### src/rtl/wb_master_arbiter.sv
// Round-robin arbiter that shares one Wishbone master command port among NUM_REQ requesters.
// Grant one cycle after a request is seen in IDLE; a requester stays granted until its done/timeout pulse.
module wb_master_arbiter #(
    parameter int NUM_REQ = 4,
    parameter int TIMEOUT = 255
) (
    input  logic                   wb_clk,
    input  logic                   wb_rst,
    input  logic [NUM_REQ-1:0]     req_i,
    input  logic [32*NUM_REQ-1:0]  req_addr_i,
    input  logic [4*NUM_REQ-1:0]   req_sel_i,
    input  logic [NUM_REQ-1:0]     req_we_i,
    input  logic [32*NUM_REQ-1:0]  req_dat_i,
    output logic [NUM_REQ-1:0]     gnt_o,
    output logic [NUM_REQ-1:0]     done_o,
    output logic [NUM_REQ-1:0]     timeout_o,
    output logic [31:0]            rd_dat_o,
    output logic                   busy_o,
    output logic                   start,
    output logic [31:0]            address,
    output logic [3:0]             selection,
    output logic                   write,
    output logic [31:0]            data_wr,
    input  logic                   active,
    input  logic [31:0]            data_rd
);
    localparam int          IW      = $clog2(NUM_REQ);
    localparam logic [15:0] TO_LAST = 16'(TIMEOUT - 1);

    typedef enum logic [2:0] {S_IDLE, S_ISSUE, S_WAIT_ACT, S_WAIT_DONE, S_DONE} state_t;

    state_t               state_q, state_d;
    logic [NUM_REQ-1:0]   gnt_q, gnt_d, done_q, done_d, to_q, to_d;
    logic [31:0]          rd_dat_q, rd_dat_d, addr_q, addr_d, wdat_q, wdat_d;
    logic [3:0]           sel_q, sel_d;
    logic                 write_q, write_d, start_q, start_d, busy_q, busy_d;
    logic [15:0]          wd_q, wd_d;
    logic [IW-1:0]        last_q, last_d, cur_q, cur_d;
    logic                 win_vld;
    logic [IW-1:0]        win_idx, cand;

    // First requesting index strictly after last_q, wrapping around.
    always_comb begin
        win_vld = 1'b0;
        win_idx = '0;
        cand    = '0;
        for (int i = 1; i <= NUM_REQ; i++) begin
            cand = IW'((int'(last_q) + i) % NUM_REQ);
            if (!win_vld && req_i[cand]) begin
                win_vld = 1'b1;
                win_idx = cand;
            end
        end
    end

    always_comb begin
        state_d  = state_q;
        gnt_d    = gnt_q;
        done_d   = '0;
        to_d     = '0;
        rd_dat_d = rd_dat_q;
        addr_d   = addr_q;
        sel_d    = sel_q;
        write_d  = write_q;
        wdat_d   = wdat_q;
        start_d  = 1'b0;
        wd_d     = wd_q;
        last_d   = last_q;
        cur_d    = cur_q;
        case (state_q)
            S_IDLE: begin
                if (win_vld && !active) begin
                    cur_d          = win_idx;
                    gnt_d          = '0;
                    gnt_d[win_idx] = 1'b1;
                    addr_d         = req_addr_i[32*win_idx +: 32];
                    sel_d          = req_sel_i[4*win_idx +: 4];
                    write_d        = req_we_i[win_idx];
                    wdat_d         = req_dat_i[32*win_idx +: 32];
                    start_d        = 1'b1;
                    state_d        = S_ISSUE;
                end
            end
            S_ISSUE: begin
                wd_d    = '0;
                state_d = S_WAIT_ACT;
            end
            S_WAIT_ACT, S_WAIT_DONE: begin
                wd_d = wd_q + 16'd1;
                if (state_q == S_WAIT_DONE && !active) begin
                    if (!write_q) begin
                        rd_dat_d = data_rd;
                    end
                    done_d[cur_q] = 1'b1;
                    state_d       = S_DONE;
                end else if (wd_q == TO_LAST) begin
                    done_d[cur_q] = 1'b1;
                    to_d[cur_q]   = 1'b1;
                    state_d       = S_DONE;
                end else if (state_q == S_WAIT_ACT && active) begin
                    state_d = S_WAIT_DONE;
                end
            end
            S_DONE: begin
                gnt_d   = '0;
                last_d  = cur_q;
                state_d = S_IDLE;
            end
            default: state_d = S_IDLE;
        endcase
        busy_d = (state_d != S_IDLE);
    end

    always_ff @(posedge wb_clk) begin
        if (wb_rst) begin
            state_q  <= S_IDLE;
            gnt_q    <= '0;
            done_q   <= '0;
            to_q     <= '0;
            rd_dat_q <= '0;
            addr_q   <= '0;
            sel_q    <= '0;
            write_q  <= 1'b0;
            wdat_q   <= '0;
            start_q  <= 1'b0;
            busy_q   <= 1'b0;
            wd_q     <= '0;
            last_q   <= IW'(NUM_REQ - 1);
            cur_q    <= '0;
        end else begin
            state_q  <= state_d;
            gnt_q    <= gnt_d;
            done_q   <= done_d;
            to_q     <= to_d;
            rd_dat_q <= rd_dat_d;
            addr_q   <= addr_d;
            sel_q    <= sel_d;
            write_q  <= write_d;
            wdat_q   <= wdat_d;
            start_q  <= start_d;
            busy_q   <= busy_d;
            wd_q     <= wd_d;
            last_q   <= last_d;
            cur_q    <= cur_d;
        end
    end

    assign gnt_o     = gnt_q;
    assign done_o    = done_q;
    assign timeout_o = to_q;
    assign rd_dat_o  = rd_dat_q;
    assign busy_o    = busy_q;
    assign start     = start_q;
    assign address   = addr_q;
    assign selection = sel_q;
    assign write     = write_q;
    assign data_wr   = wdat_q;
endmodule

### config.mk
export PLATFORM = sky130hd
export DESIGN_NAME = wb_master_arbiter
export DESIGN_NICKNAME = d
export VERILOG_FILES = /design/src/rtl/wb_master_arbiter.sv
export SDC_FILE = /design/constraint.sdc
export NUM_CORES = 1
export LEC_CHECK = 0
export CAP_MARGIN = 20
export CORE_AREA = 3 3 166 168
export DETAILED_ROUTE_END_ITERATION = 16
export DIE_AREA = 0 0 169 171
export PLACE_DENSITY_LB_ADDON = 0.15
export SYNTH_ARGS = -nofsm -noshare
export SYNTH_HDL_FRONTEND = slang
export SYNTH_SLANG_ARGS = --single-unit
### constraint.sdc
create_clock -name wb_clk -period 4.75 [get_ports wb_clk]
set_input_delay 0.95 -clock wb_clk [delete_from_list [all_inputs] [get_ports wb_clk]]
set_output_delay 0.95 -clock wb_clk [all_outputs]
set_load 0.02 [all_outputs]
==> metrics.md, run 1 <==
| Metric | Value |
|---|---|
| Starting Density | `between 20% and 30%` |
| Number of synthesized flops with an enable pin | `0` |
| Post-CTS Setup Bufs | `0` |
| Sequential cell area fraction in the yosys report | `approximately two fifths` |
| DRT Wirelength | `between 30,000 and 40,000 um` |
| Tcrit/Tclk final | `64.03%` |
| Most numerous cell in the Yosys netlist | `dfxtp_1` |
| Outcome | `finished clean` |
| Worst path cell trace | `clkdlybuf4s50_1 > or2_1 > o21bai_4 > buf_4 > a221o_1 > o2bb2ai_1` |
| Synth Cell Area | `6902 um2` |
| Yosys top cell area share | `~40%` |
| Worst vdd ir | `roughly 0.19 mV` |
| Die Span Y | `roughly 170 um` |
| Syn_area_per_cell | `approximately 8.3 um2` |
| Distinct cells, synth | `between 40 and 50` |
| Number of max-cap violations | `0` |
| Sinks on Clock Net | `approximately 140` |
| GR Util met1 | `between 20% and 30%` |
| FP Rows | `between 50 and 60` |
| Post-DR wirelength/cell | `between 15 and 20 um` |
| CTS tree | `yes` |
| CP delay by family, top | `buffers and inverters` |
| Final hold vios | `0` |
| DRC Markers | `0` |
| Slowest cell on crit path | `o21bai_4` |
| H-tree level count | `4` |
| Synthesized flop and latch total | `~140` |
| RSZ-0062 raised after global routing | `false` |
| Storage cell area | `roughly 2800 um2` |
| Clk_skew | `around 0.012 ns` |
| FF-to-FF path depth | `6` |
| Clock slew at reported path FFs | `~0.070 ns` |
| Top Usage Layer GRT | `met2` |
| Clock latency on the worst-skew pair | `between 0.4 and 0.5 ns` |
| Via/cell ratio | `around 5.0` |
| Hold path startpoint | `rd_dat_o[13]` |
| Final Slew Violations | `0` |
| Async SR Flop Fraction | `0%` |
| Clock Root Buffer | `clkbuf_16` |
| Antenna violations before repair | `5` |
| Pwr Density | `314.8 nW/um2` |
| Vias in the first global route | `between 7,000 and 8,000` |
| Worst r2r src | `state_q[2]` |
| Synth top area cells | `dfxtp_1 (40%), a21oi_1 (8.6%), nand2_1 (6.4%)` |
| Commonest cells post-synth | `dfxtp_1 (138), a21oi_1 (118), nand2_1 (118), nor2_1 (66), inv_1 (39)` |
| Via count | `7,746` |
| End of the worst register-to-register path | `rd_dat_o[14]` |
| Full die area | `between 20,000 and 30,000 um2` |
| Worst-margin pin slew | `between 0.9 and 1 ns` |
| CP Launch Type | `input port` |
| Clock buffer depth | `2` |
| Setup violators final | `0` |
| Area taken by multi-input logic gates | `3567 um2` |
| Core footprint | `approximately 26,000 um2` |
| WP data arrival | `roughly 3.4 ns` |
| First-pass GRT wire length | `44,800 um` |
| Final setup TNS | `0 ns` |
| Fillers | `2,584` |
| R2R setup slack | `2.54 ns` |
| Synth Net Count | `1,146` |
| Max Fclk | `0.3288 GHz` |
| Top FF cell, synth | `dfxtp_1` |
| Rel. slew slack | `roughly 36%` |
| Post-CTS Resized | `0` |
| Hold Path Sink | `rd_dat_o[13]` |
| Slowest stage delay, CP | `~0.7 ns` |
| Crit Path Category | `input port to flop` |
| First-pass DRT Iterations | `6` |
| Pleak | `about 4.3 nW` |
| Total CTS buffers | `17` |
| # IOs | `430` |
| Total gr overflow | `0` |
| Warnings from Yosys | `0` |
| NumNets Final | `1,524` |
| WP buf/inv | `2` |
| Antenna Nets Post-Route | `0` |
| CP max FO | `31` |
| DP Wirelength | `22,300 um` |
| DR iter-0 viols | `around 530` |
| Layout cell share with drive strength beyond 1 | `4.508%` |
| Post-synthesis cell count | `829` |
| Critical Path End Type | `flop` |
| Hold Crit Class | `flop to flop` |
| Grt met2 use | `about a third` |
| Yosys top cell by area | `dfxtp_1` |
| CP required | `5.09 ns` |
| Hold path cells | `2` |
| Pin count of the biggest net entering global routing | `57` |
| Tot GR Track Use | `approximately 20%` |
| CTS Hold Buffers Added | `0` |
| GPL Wtd Cong | `about 0.8` |
| Total power | `between 0.003 and 0.004 W` |
| GR Util met3 | `between 5 and 6%` |
| Min Tclk post-route | `3.042 ns` |
| Area Growth Syn to Fin | `73.17%` |
| Die width | `~170 um` |
| Buffers on Ports | `~430` |
## per-stage QoR
stage / hold slack (ns) / cells / instance area (um2) / util (%) / worst slack, ns
after global routing: 0.4751 / 1560 / 11950 / 45.86 / 1.557
after detailed placement: 0.4464 / 1523 / 11280 / 43.28 / 1.245
after CTS: 0.4554 / 1555 / 11940 / 45.82 / 1.700
final: 0.4521 / 1560 / 11950 / 45.86 / 1.708
after global placement: 0.4414 / 1523 / 11280 / 43.28 / 1.302
after floorplan: 0.4336 / 829 / 6902 / - / 2.431
## cells by family after synthesis
kind of cell | after synthesis | share of synthesized area (%)
compound gates | 300 | 31.45
fa+ha+maj | 2 | 0.3625
buf+inv | 121 | 8.629
flops | 138 | 40.03
mux | 35 | 5.094
simple gates | 233 | 14.43
## worst min-delay path: cells and delay by family (launching register included)
kind               cells  cell delay, ns
DFF                    1            0.31
and+or+nand+nor        1            0.05
AOI/OAI and AO/OA      1            0.05
## cells in the final DEF, fill, tap and decap left out, types with 3 or more instances in the layout
master	count
nand2_1	118
nand3_1	9
bufinv_16	5
a222oi_1	35
o22ai_1	3
inv_6	4
clkdlybuf4s50_1	428
o21ai_0	14
buf_4	13
nand2b_1	8
mux2i_1	34
and3_1	5
clkbuf_16	17
o2bb2ai_1	34
inv_1	39
diode_2	5
a221o_1	34
dfxtp_1	138
a311oi_1	6
a21oi_1	118
nor3_1	6
a211oi_1	38
a31oi_1	6
nand4b_1	3
nand4_1	4
nor2_1	64
## power by group
group          switching [W]  total (W)  internal [W]  leakage (nW)
logic               0.000440   0.000949      0.000509          2.82
clock network       0.000574    0.00152      0.000949         0.320
registers          0.0000502    0.00129       0.00124          1.13
## worst max-delay path by stage
stage / from / end / slack [ns] / cells past startpoint
global placement: req_i[3] / data_wr[16] / 1.30 / 6
global route: req_i[3] / address[21] / 1.56 / 6
floorplan: req_i[1] / address[0] / 2.43 / 8
finish: req_i[3] / data_wr[25] / 1.71 / 6
detailed placement: req_i[3] / address[11] / 1.24 / 6
CTS: req_i[3] / data_wr[25] / 1.70 / 6
## routing by layer
layer / vias to the layer above / wire length (um)
li1: 3832 / -
met4: 0 / 679
met5: - / 0
met3: 36 / 2267
met2: 302 / 15400
met1: 3576 / 12160
## flip-flops by register name, summed over array words and instances, names as in the netlist
register	flops
address	32
data_wr	32
rd_dat_o	32
wd_q	16
done_o	4
gnt_o	4
selection	4
timeout_o	4
state_q	3
cur_q	2
last_q	2
busy_o	1
start	1
write	1
## layout make-up
class	count	area share [%]
Timing Repair Buffer	441	36.66
Multi-Input combinational cell	570	29.85
Sequential cell	138	23.12
Clock buffer	18	3.591
Tap cell	335	3.507
Clock inverter	14	1.947
Inverter	39	1.225
Antenna cell	5	0.1047
(Power assumes the default switching activity.)
==> run 2: changes to the inputs <==
--- a/config.mk
+++ b/config.mk
@@ -6,9 +6,9 @@
 export NUM_CORES = 1
 export LEC_CHECK = 0
 export CAP_MARGIN = 20
-export CORE_AREA = 3 3 166 168
+export CORE_AREA = 3 3 165 167
 export DETAILED_ROUTE_END_ITERATION = 16
-export DIE_AREA = 0 0 169 171
+export DIE_AREA = 0 0 168 170
 export PLACE_DENSITY_LB_ADDON = 0.15
 export SYNTH_ARGS = -nofsm -noshare
 export SYNTH_HDL_FRONTEND = slang
==> constraint.sdc (replaced) <==
create_clock -name wb_clk -period 2.65 [get_ports wb_clk]
set_input_delay 0.53 -clock wb_clk [delete_from_list [all_inputs] [get_ports wb_clk]]
set_output_delay 0.53 -clock wb_clk [all_outputs]
set_load 0.02 [all_outputs]
==> run 2 against run 1 <==
Effect of this change:
- sequential cell count did not move
- hold slack better by 0.0011 ns
- clock skew is 0.0018 ns lower
- sequential share of layout area decreased by 0.32 points
- sequential power increased by 79%
- largest power group unchanged
- highest routed layer unchanged
==> metrics.md, run 2 (synthesis gave the netlist of run 1 again) <==
| Metric | Value |
|---|---|
| Outcome | `finished clean (unchanged)` |
| Sw frac | `30.43% (was 28.27%)` |
| H-tree level count | `4 (unchanged)` |
| DRC Markers | `0 (unchanged)` |
| Worst path cell trace | `clkdlybuf4s50_1 (was clkdlybuf4s50_1 > or2_1 > o21bai_4 > buf_4 > a221o_1 > o2bb2ai_1)` |
| Die Span Y | `170 um (was 171 um)` |
| Hold path cells | `2 (unchanged)` |
| Worst-margin pin slew | `0.8457 ns (was 0.9555 ns)` |
| Starting Density | `26.64% (was 26.48%)` |
| Die width | `168 um (was 169 um)` |
| Tcrit/Tclk final | `between 70% and 80%` |
| Slowest stage delay, CP | `0.67 ns (was 0.69 ns)` |
| RSZ-0062 raised after global routing | `false (unchanged)` |
| Area Growth Syn to Fin | `75.60% (was 73.17%)` |
| Clock buffer depth | `2 (unchanged)` |
| Post-CTS Setup Bufs | `0 (unchanged)` |
| Buffers on Ports | `429 (unchanged)` |
| Max Fclk | `0.4828 GHz` |
| Clock Root Buffer | `clkbuf_16 (unchanged)` |
| Logic pwr share | `27.6% (was 25.2%)` |
| WP buf/inv | `1 (was 2)` |
| Net Switching | `0.001948 W (was 0.001064 W)` |
| Core footprint | `25,910 um2 (was 26,060 um2)` |
| Placed cell count | `1,538 (was 1,523)` |
| Fillers | `2,547 (was 2,584)` |
| Final instance area | `12,120 um2 (was 11,950 um2)` |
| Final Instance Count excl. Fillers | `1,571 (was 1,560)` |
| Total gr overflow | `0 (unchanged)` |
| Clock latency on the worst-skew pair | `0.42 ns (about the same)` |
| Antenna Nets Post-Route | `0 (unchanged)` |
| Pin count of the biggest net entering global routing | `53 (was 57)` |
| Vias in the first global route | `7,494 (was 7,532)` |
| DP Area | `11,550 um2 (was 11,280 um2)` |
| Via/cell ratio | `4.961 (was 4.965)` |
| Clk_skew | `0.01058 ns (was 0.01238 ns)` |
| Most common cell after layout, fill and taps aside | `clkdlybuf4s50_1 (unchanged)` |
| Min Tclk post-route | `2.071 ns` |
| GPL Wtd Cong | `0.8163 (was 0.8006)` |
| Total CTS buffers | `17 (unchanged)` |
| Crit Path Category | `flop to output pin (was input port to flop)` |
| Number of max-cap violations | `0 (unchanged)` |
| Pleak | `4.347 nW (was 4.274 nW)` |
| Final Slew Violations | `0 (unchanged)` |
| Full die area | `28,560 um2 (was 28,900 um2)` |
| NumNets Final | `1,539 (was 1,524)` |
| Final setup TNS | `0 ns (unchanged)` |
| Slowest cell on crit path | `clkdlybuf4s50_1 (was o21bai_4)` |
| CTS tree | `yes (unchanged)` |
| Pwr Density | `528.1 nW/um2 (was 314.8 nW/um2)` |
| CP Launch Type | `flop (was input port)` |
| First-pass DRT Iterations | `7 (was 6)` |
| Met2 wire length | `15,590 um (was 15,400 um)` |
| Most frequent cells in the layout | `clkdlybuf4s50_1 (428), dfxtp_1 (138), nand2_1 (118), a21oi_1 (118), nor2_1 (64) (unchanged)` |
| Worst vdd ir | `0.3204 mV (was 0.1930 mV)` |
| Hold Crit Class | `flop to flop (unchanged)` |
| Worst path depth | `1 (was 6)` |
| Wl on met1 | `11,920 um (was 12,160 um)` |
| DRT Wirelength | `30,480 um (was 30,510 um)` |
| Layout cell share with drive strength beyond 1 | `5.749% (was 4.508%)` |
| Clock share of power | `36.2% (was 40.5%)` |
| Critical Path End Type | `output pin (was flop)` |
| Clock slew at reported path FFs | `0.07 ns (about the same)` |
| Top layer reached by signal wires | `met4 (unchanged)` |
| WP data arrival | `1.54 ns (was 3.38 ns)` |
| Rel. slew slack | `43.51% (was 36.30%)` |
| Tot GR Track Use | `19.72% (was 19.89%)` |
| Post-DR wirelength/cell | `19.40 um (was 19.56 um)` |
| Antenna violations before repair | `1 (was 5)` |
| Total power | `0.006400 W (was 0.003763 W)` |
| DR iter-0 viols | `531 (was 526)` |
| Setup violators final | `0 (unchanged)` |
| FF-to-FF path depth | `6 (unchanged)` |
| # IOs | `430 (unchanged)` |
| Post-CTS Resized | `0 (unchanged)` |
| CTS Hold Buffers Added | `0 (unchanged)` |
| CP max FO | `4 (was 31)` |
| FP Rows | `59 (unchanged)` |
| Sinks on Clock Net | `138 (unchanged)` |
| Met3 routed WL | `2268 um (was 2267 um)` |
| Internal Power | `0.004452 W (was 0.002699 W)` |
| Via count | `7,794 (was 7,746)` |
| Final hold vios | `0 (unchanged)` |
| CP required | `2.12 ns (was 5.09 ns)` |
| DP Wirelength | `22,560 um (was 22,300 um)` |
| CP delay by family, top | `buffers and inverters (unchanged)` |
| Sequential Power Share | `36.2% (was 34.3%)` |
| First-pass GRT wire length | `43,750 um (was 44,800 um)` |
-- run 2: worst paths after layout --
kind / from / to / slack (ns)
setup / recovery: write / write / 0.58
hold / removal: rd_dat_o[14] / rd_dat_o[14] / 0.45
setup reg to reg: state_q[2] / address[24] / 0.75
hold reg to reg: rd_dat_o[14] / rd_dat_o[14] / 0.45
-- run 2: per-layer routing --
| layer | up-vias | track usage, % |
|---|---|---|
| li1 | 3848 | - |
| met1 | 3601 | 23.22 |
| met4 | 0 | 6.510 |
| met2 | 306 | 34.96 |
| met3 | 39 | 5.203 |
| met5 | - | 0 |
-- run 2: layout make-up --
| cell class | instances | area, um2 | area share (%) |
|---|---|---|---|
| timing repair buffer | 456 | 4657 | 38.43 |
| multi-input combinational | 570 | 3567 | 29.43 |
| sequential | 138 | 2763 | 22.80 |
| clock buffer | 18 | 439.2 | 3.624 |
| tap | 335 | 419.2 | 3.459 |
| inverter | 39 | 146.4 | 1.208 |
| clock inverter | 14 | 125.1 | 1.032 |
| antenna | 1 | 2.502 | 0.02065 |
-- run 2: per-stage QoR --
stage | util (%) | setup WS [ns] | hold WS [ns]
2_1_floorplan | - | 0.7506 | 0.4336
3_3_place_gp | 44.58 | 0.1991 | 0.4407
3_5_place_dp | 44.58 | 0.1561 | 0.4472
4_1_cts | 46.76 | 0.5224 | 0.4571
5_1_grt | 46.77 | 0.4938 | 0.4790
6_report | 46.77 | 0.5790 | 0.4532
-- run 2: worst reg2reg max path, delay by kind of cell, from the launching register on --
family,cells,cell delay (ns)
flops,1,0.42
simple gates,1,0.36
compound gates,3,0.63
buf+inv,2,0.37
-- run 2: power by group through the flow --
stage | Combinational (W) | Clock [W] | Sequential, W
finish | 0.00177 | 0.00232 | 0.00231
global route | 0.00189 | 0.00248 | 0.00233
CTS | 0.00179 | 0.00241 | 0.00231
detailed placement | 0.00178 | 0 | 0.00236
global placement | 0.00178 | 0 | 0.00236
floorplan | 0.000636 | 0 | 0.00251
